**config.mk**
```make
export PLATFORM = sky130hd
export DESIGN_NAME = gate3_truth_sequencer_flat
export DESIGN_NICKNAME = d
export VERILOG_FILES = /design/src/rtl/gate3_truth_sequencer_pkg.sv /design/src/rtl/gate3_truth_sequencer_if.sv /design/src/rtl/gate3_truth_sequencer_settle_timer.sv /design/src/rtl/gate3_truth_sequencer.sv /design/src/flat_wrapper.sv
export SDC_FILE = /design/constraint.sdc
export NUM_CORES = 1
export LEC_CHECK = 0
export ABC_AREA = 1
export CAP_MARGIN = 10
export CORE_MARGIN = 2
export CORE_UTILIZATION = 52
export DETAILED_ROUTE_END_ITERATION = 8
export PLACE_DENSITY = 0.78
export SYNTH_ARGS = -nofsm -noshare
export SYNTH_HDL_FRONTEND = slang
export SYNTH_SLANG_ARGS = --single-unit
export TNS_END_PERCENT = 1
```
**constraint.sdc**
```tcl
create_clock -name clk -period 1.6 [get_ports clk]
set_input_delay 0.48 -clock clk [delete_from_list [all_inputs] [get_ports clk]]
set_output_delay 0.48 -clock clk [all_outputs]
set_load 0.01 [all_outputs]
```
**src/rtl/gate3_truth_sequencer_pkg.sv**
```systemverilog
// Shared types and constants for the 3-input gate truth-table sequencer.
package gate3_seq_pkg;

    // Controller states: wait for a run, hold a vector, capture it, report
    typedef enum logic [1:0] {
        IDLE,
        SETTLE,
        SAMPLE,
        DONE
    } state_t;

    // One input vector per row of a 3-input truth table
    localparam int NUM_VEC = 8;

    // Index of the final vector; the sweep stops here instead of wrapping
    localparam logic [2:0] LAST_IDX = 3'(NUM_VEC - 1);

    // Reference truth tables, bit i = Z for {A,B,C} = i
    localparam logic [7:0] TT_AND3  = 8'h80;
    localparam logic [7:0] TT_OR3   = 8'hFE;
    localparam logic [7:0] TT_NAND3 = 8'h7F;
    localparam logic [7:0] TT_NOR3  = 8'h01;

endpackage

```
**src/rtl/gate3_truth_sequencer_if.sv**
```systemverilog
// Control/status and gate-under-test connections of the truth sequencer.
// The master side is the controlling bench or FSM plus the gate it wraps;
// the slave side is the sequencer itself.
interface gate3_truth_sequencer_if;
    import gate3_seq_pkg::*;

    logic                 start;
    logic                 abort;
    logic [NUM_VEC-1:0]   exp_tt;
    logic                 gut_z;
    logic                 gut_a;
    logic                 gut_b;
    logic                 gut_c;
    logic                 busy;
    logic                 done;
    logic                 pass;
    logic [NUM_VEC-1:0]   result_tt;
    logic [3:0]           mismatch_cnt;
    logic [2:0]           first_err_idx;

    modport master (
        output start, abort, exp_tt, gut_z,
        input  gut_a, gut_b, gut_c, busy, done, pass,
               result_tt, mismatch_cnt, first_err_idx
    );

    modport slave (
        input  start, abort, exp_tt, gut_z,
        output gut_a, gut_b, gut_c, busy, done, pass,
               result_tt, mismatch_cnt, first_err_idx
    );

endinterface

```
**src/rtl/gate3_truth_sequencer_settle_timer.sv**
```systemverilog
// Settle-time counter: counts enabled cycles from zero and flags the last
// cycle of the settle window so the controller can move on to sampling.
module settle_timer #(
    parameter int SETTLE_CYCLES = 4
) (
    input  logic clk,
    input  logic rst,
    input  logic clr,
    input  logic en,
    output logic tc
);

    localparam logic [7:0] LAST_COUNT = 8'(SETTLE_CYCLES - 1);

    logic [7:0] count;

    // Clear has priority so a new vector always starts its window at zero
    always_ff @(posedge clk or posedge rst) begin
        if (rst) begin
            count <= 8'd0;
        end else if (clr) begin
            count <= 8'd0;
        end else if (en) begin
            count <= count + 8'd1;
        end
    end

    assign tc = (count == LAST_COUNT);

endmodule

```
**src/rtl/gate3_truth_sequencer.sv**
```systemverilog
// Drives all eight input vectors of a 3-input gate in ascending order,
// samples its output after a settle window and compares the measured truth
// table against the table latched when the sweep was started.
module gate3_truth_sequencer
    import gate3_seq_pkg::*;
#(
    parameter int SETTLE_CYCLES = 4
) (
    input  logic                     clk,
    input  logic                     rst,
    gate3_truth_sequencer_if.slave   seq
);

    state_t      state;
    state_t      state_nxt;
    logic        timer_clr;
    logic        timer_en;
    logic        timer_tc;
    logic        load_start;
    logic        do_sample;
    logic        do_abort;

    logic [7:0]  exp_latched;
    logic [2:0]  idx;
    logic [2:0]  vec;
    logic [7:0]  result_q;
    logic [3:0]  mm_cnt;
    logic [2:0]  first_err;
    logic        pass_q;

    logic        z_one;
    logic        z_known;
    logic        z_mismatch;

    settle_timer #(
        .SETTLE_CYCLES (SETTLE_CYCLES)
    ) u_timer (
        .clk (clk),
        .rst (rst),
        .clr (timer_clr),
        .en  (timer_en),
        .tc  (timer_tc)
    );

    // An undriven or unknown gate output never counts as a correct answer
    assign z_one      = (seq.gut_z === 1'b1);
    assign z_known    = (seq.gut_z === 1'b0) || z_one;
    assign z_mismatch = !z_known || (z_one != exp_latched[idx]);

    // State register
    always_ff @(posedge clk or posedge rst) begin
        if (rst) begin
            state <= IDLE;
        end else begin
            state <= state_nxt;
        end
    end

    // Next state and per-cycle control strobes; abort beats every other event
    always_comb begin
        state_nxt  = state;
        timer_clr  = 1'b0;
        timer_en   = 1'b0;
        load_start = 1'b0;
        do_sample  = 1'b0;
        do_abort   = 1'b0;
        case (state)
            IDLE: begin
                if (seq.start && !seq.abort) begin
                    state_nxt  = SETTLE;
                    timer_clr  = 1'b1;
                    load_start = 1'b1;
                end
            end
            SETTLE: begin
                if (seq.abort) begin
                    state_nxt = IDLE;
                    timer_clr = 1'b1;
                    do_abort  = 1'b1;
                end else if (timer_tc) begin
                    state_nxt = SAMPLE;
                    timer_clr = 1'b1;
                end else begin
                    timer_en  = 1'b1;
                end
            end
            SAMPLE: begin
                if (seq.abort) begin
                    state_nxt = IDLE;
                    do_abort  = 1'b1;
                end else begin
                    do_sample = 1'b1;
                    state_nxt = (idx == LAST_IDX) ? DONE : SETTLE;
                end
            end
            DONE: begin
                state_nxt = IDLE;
                do_abort  = seq.abort;
            end
            default: begin
                state_nxt = IDLE;
            end
        endcase
    end

    // Sweep datapath: vector register, measured table and error bookkeeping
    always_ff @(posedge clk or posedge rst) begin
        if (rst) begin
            exp_latched <= 8'd0;
            idx         <= 3'd0;
            vec         <= 3'd0;
            result_q    <= 8'd0;
            mm_cnt      <= 4'd0;
            first_err   <= 3'd0;
            pass_q      <= 1'b0;
        end else begin
            if (load_start) begin
                exp_latched <= seq.exp_tt;
                idx         <= 3'd0;
                vec         <= 3'd0;
                result_q    <= 8'd0;
                mm_cnt      <= 4'd0;
                first_err   <= 3'd0;
                pass_q      <= 1'b0;
            end
            if (do_abort) begin
                vec    <= 3'd0;
                pass_q <= 1'b0;
            end
            if (do_sample) begin
                result_q[idx] <= z_one;
                if (z_mismatch) begin
                    mm_cnt <= mm_cnt + 4'd1;
                    if (mm_cnt == 4'd0) begin
                        first_err <= idx;
                    end
                end
                if (idx == LAST_IDX) begin
                    pass_q <= (mm_cnt == 4'd0) && !z_mismatch;
                end else begin
                    idx <= idx + 3'd1;
                    vec <= idx + 3'd1;
                end
            end
        end
    end

    assign seq.gut_a         = vec[2];
    assign seq.gut_b         = vec[1];
    assign seq.gut_c         = vec[0];
    assign seq.busy          = (state != IDLE);
    assign seq.done          = (state == DONE) && !seq.abort;
    assign seq.pass          = pass_q;
    assign seq.result_tt     = result_q;
    assign seq.mismatch_cnt  = mm_cnt;
    assign seq.first_err_idx = first_err;

endmodule

```
**src/flat_wrapper.sv**
```systemverilog
// flat-port wrapper written by rule: the top's interface ports become plain ports
module gate3_truth_sequencer_flat import gate3_seq_pkg::*;
#(
    parameter int SETTLE_CYCLES = 4
)
  (clk, rst, seq_start, seq_abort, seq_exp_tt, seq_gut_z, seq_gut_a, seq_gut_b, seq_gut_c, seq_busy, seq_done, seq_pass, seq_result_tt, seq_mismatch_cnt, seq_first_err_idx);
  gate3_truth_sequencer_if seq_i ();
  input  logic clk;
  input  logic rst;
  input wire logic [$bits(seq_i.start)-1:0] seq_start;
  input wire logic [$bits(seq_i.abort)-1:0] seq_abort;
  input wire logic [$bits(seq_i.exp_tt)-1:0] seq_exp_tt;
  input wire logic [$bits(seq_i.gut_z)-1:0] seq_gut_z;
  output wire logic [$bits(seq_i.gut_a)-1:0] seq_gut_a;
  output wire logic [$bits(seq_i.gut_b)-1:0] seq_gut_b;
  output wire logic [$bits(seq_i.gut_c)-1:0] seq_gut_c;
  output wire logic [$bits(seq_i.busy)-1:0] seq_busy;
  output wire logic [$bits(seq_i.done)-1:0] seq_done;
  output wire logic [$bits(seq_i.pass)-1:0] seq_pass;
  output wire logic [$bits(seq_i.result_tt)-1:0] seq_result_tt;
  output wire logic [$bits(seq_i.mismatch_cnt)-1:0] seq_mismatch_cnt;
  output wire logic [$bits(seq_i.first_err_idx)-1:0] seq_first_err_idx;
  assign seq_i.start = seq_start;
  assign seq_i.abort = seq_abort;
  assign seq_i.exp_tt = seq_exp_tt;
  assign seq_i.gut_z = seq_gut_z;
  assign seq_gut_a = seq_i.gut_a;
  assign seq_gut_b = seq_i.gut_b;
  assign seq_gut_c = seq_i.gut_c;
  assign seq_busy = seq_i.busy;
  assign seq_done = seq_i.done;
  assign seq_pass = seq_i.pass;
  assign seq_result_tt = seq_i.result_tt;
  assign seq_mismatch_cnt = seq_i.mismatch_cnt;
  assign seq_first_err_idx = seq_i.first_err_idx;
  gate3_truth_sequencer #(.SETTLE_CYCLES(SETTLE_CYCLES)) u_core (.clk(clk), .rst(rst), .seq(seq_i));
endmodule
```
==> metrics.txt <==
status=finished, final reports clean; clk root buf=clkbuf_8; initial antenna violation count=0; I/O Buffers=33; setup violators final=0; vias after detailed routing=~1.8k; area growth from synthesis to layout=35.6%; share of the synthesized area in the top cell type=between 40% and 50%; Via density=around 5; drt drc=0; die span in y=66.1 um; hold slack=between 0.4 and 0.5 ns; Max Freq=approximately 640 MHz; clock tree sinks=40; chip width=around 66 um; Post-Route WL=approximately 4400 um; Register Area=about 1000 um2; Post-DRT Antenna Nets=0; RSZ-0062 raised after global routing=true; critical-path cell list=nor2_1 -> nand3_1 -> nand2_2 -> nor2_2 -> nand2_2 -> nand2_4 -> nor2_8 -> nand3_1 -> nand2_1; Worst-path clk slew=0.09 ns; critical path's slowest cell=dfrtp_1; Placeable Area=3690 um2; largest net degree at the start of global routing=37; HPWL after DPL=3070 um; Pre-antenna DRT Iters=4; startpoint types=register; Worst Path Max Fanout=7; Distinct cells, synth=27; hold buffer count at cts=0; TritonCTS buffer count=5; ANT cells=0; Pleak=between 1 and 1.5 nW; drt wl/cell=12.4 um; I/O Pins=34; Initial Util=a little over half; area leader, netlist=dfrtp_1; TritonCTS clock tree=done; async set-reset flop share out of synthesis=100%; Final Worst Setup Slack=around 0.035 ns; sequential fraction of the synthesis area=between 40 and 50%; Placed Area=2550 um2; top_reg_cell synth=dfrtp_1; Syn Std Cell Area=about 2000 um2; largest cells by area after synthesis=dfrtp_1 50%, nand2_1 12%, nand3_1 7.2%, inv_1 6.2%, nor2_1 3.7%; Max Cap Viol=0; CTS max path bufs=2; Worst Path Arrival=1.80 ns; GP Congestion=around 0.8; Place WS=-0.428 ns; Final Cycle Share=between 90% and 100%; Die Footprint=about 4400 um2; first-pass GRT wire length=around 7500 um; Fillers=302; Post-Synthesis Cells=~250; Final Net Count=between 300 and 400; min Tclk post-route=about 1.6 ns; most frequent cell after synthesis=nand2_1; Cell Rows=22; Max Clock Skew=approximately 0.012 ns; Yosys Warn Count=0; CP Class=register to register; GRT overflow=0; number of enable flip-flop cells after synthesis=0; Slew @ Worst Pin=about 0.31 ns; slowest stage delay, CP=~0.44 ns; clock latency on the worst-skew pair=about 0.30 ns; Post-Syn Nets=264; Hold Crit Class=input port to async pin; Commonest cells post-synth=64 x nand2_1, 40 x dfrtp_1, 33 x inv_1, 29 x nand3_1, 20 x nor2_1; Crit. End Element=register; vias in the first global route=around 1.7k; htree depth=2; Final Util=around 74%; Final Max Slew Viols=0; Starting DRT DRC Count=121; required time of the worst setup path=roughly 1.8 ns; All-Layer GR Usage=22.4%; syn_area_per_cell=slightly above 8 um2; Max VDD drop=approximately 0.94 mV; layout cells sized above 1=19.7%; Power Dens Cells=approximately 1300 nW/um2; flops & latches, synth=40; final hold violations=0; footprint of the multi-input gates=roughly 940 um2; r2r setup slk=approximately 0.035 ns; Worst slew margin=79.6%; post-route cell area=approximately 2700 um2
-- through the flow --
step / instances / power [W] / setup TNS, ns
global route: 353 / 0.00368 / -0.249
CTS: 353 / 0.00338 / -0.279
detailed placement: 344 / 0.00259 / -11.66
floorplan: 246 / 0.00214 / 0
global placement: 344 / 0.00256 / -10.46
finish: 353 / 0.00345 / 0
-- layout make-up --
| class | count | share of cell area (%) |
|---|---|---|
| clock buffer | 6 | 2.66 |
| clock inverter | 2 | 1.29 |
| inverter | 34 | 4.78 |
| multi-input combinational | 169 | 34.5 |
| sequential | 40 | 36.8 |
| tap | 48 | 2.20 |
| timing repair buffer | 54 | 17.8 |
-- cell usage in the layout, fill, tap and decap left out, drive strengths merged --
master,count
o211ai,1
nand4,1
dlymetal6s2s,1
o21ai,14
ha,5
clkinv,1
nor3,1
dfrtp,40
o21a,1
nand3b,2
o22ai,8
xnor2,1
nand2,70
nor2,22
nor3b,1
inv,34
dlygate4sd2,19
xor2,2
a21oi,10
nand3,30
clkdlybuf4s50,11
buf,23
clkbuf,6
bufinv,1
-- state kept, by name, summed over array words and instances (netlist names) --
| register | cells |
|---|---|
| u_core.seq.mismatch_cnt | 4 |
| u_core.u_timer.count | 8 |
| u_core.seq.first_err_idx | 3 |
| u_core.seq.result_tt | 8 |
| u_core.vec | 3 |
| u_core.state | 2 |
| u_core.seq.pass | 1 |
| u_core.idx | 3 |
| u_core.exp_latched | 8 |
-- critical path, delay by kind of cell (launching register included) --
family / cells / cell delay (ns)
flops: 1 / 0.44
simple gates: 9 / 1.05
-- repair_timing --
| item | in CTS | in global routing |
|---|---|---|
| endpoints found under the setup margin | 37 | 40 |
| buffers inserted | 1 | 0 |
| pin swaps | 1 | 7 |
| hold endpoints to repair | 0 | 0 |
| gates resized for setup | 29 | 27 |
-- final timing paths --
path                                            start                     endpoint  depth (start not counted)
max in group asynchronous                         rst                u_core.idx[2]                          3
worst max-delay path                    u_core.idx[1]  u_core.seq.first_err_idx[2]                          9
min in group clk                u_core.exp_latched[6]        u_core.exp_latched[6]                          2
worst min-delay path                              rst      u_core.u_timer.count[7]                          2
worst max register to register          u_core.idx[1]  u_core.seq.first_err_idx[2]                          9
worst min register to register  u_core.exp_latched[6]        u_core.exp_latched[6]                          2
-- routing by layer --
metal	wire (um)	GRT usage, %	share of wire (%)
met5	0	0	0
met3	211	4.09	4.8
met1	2110	32.0	48
met2	2030	34.1	46
met4	44	8.42	1.0
-- logic make-up (layout without fill, tap and decap cells) --
family,Yosys count,after routing,synth area share (%)
and+or+nand+nor,127,127,28.9
DFF,40,40,49.8
buffers and inverters,37,96,7.04
AOI/OAI and AO/OA,34,34,9.78
adders and majority gates,5,5,3.12
xor gates and xnor gates,3,3,1.31
-- power by group --
| group | leakage (nW) | internal (W) | switching (W) |
|---|---|---|---|
| sequential | 0.537 | 0.00122 | 0.000170 |
| combinational | 0.839 | 0.000501 | 0.000744 |
| clock | 0.0552 | 0.000463 | 0.000353 |
(Power assumes the default switching activity.)
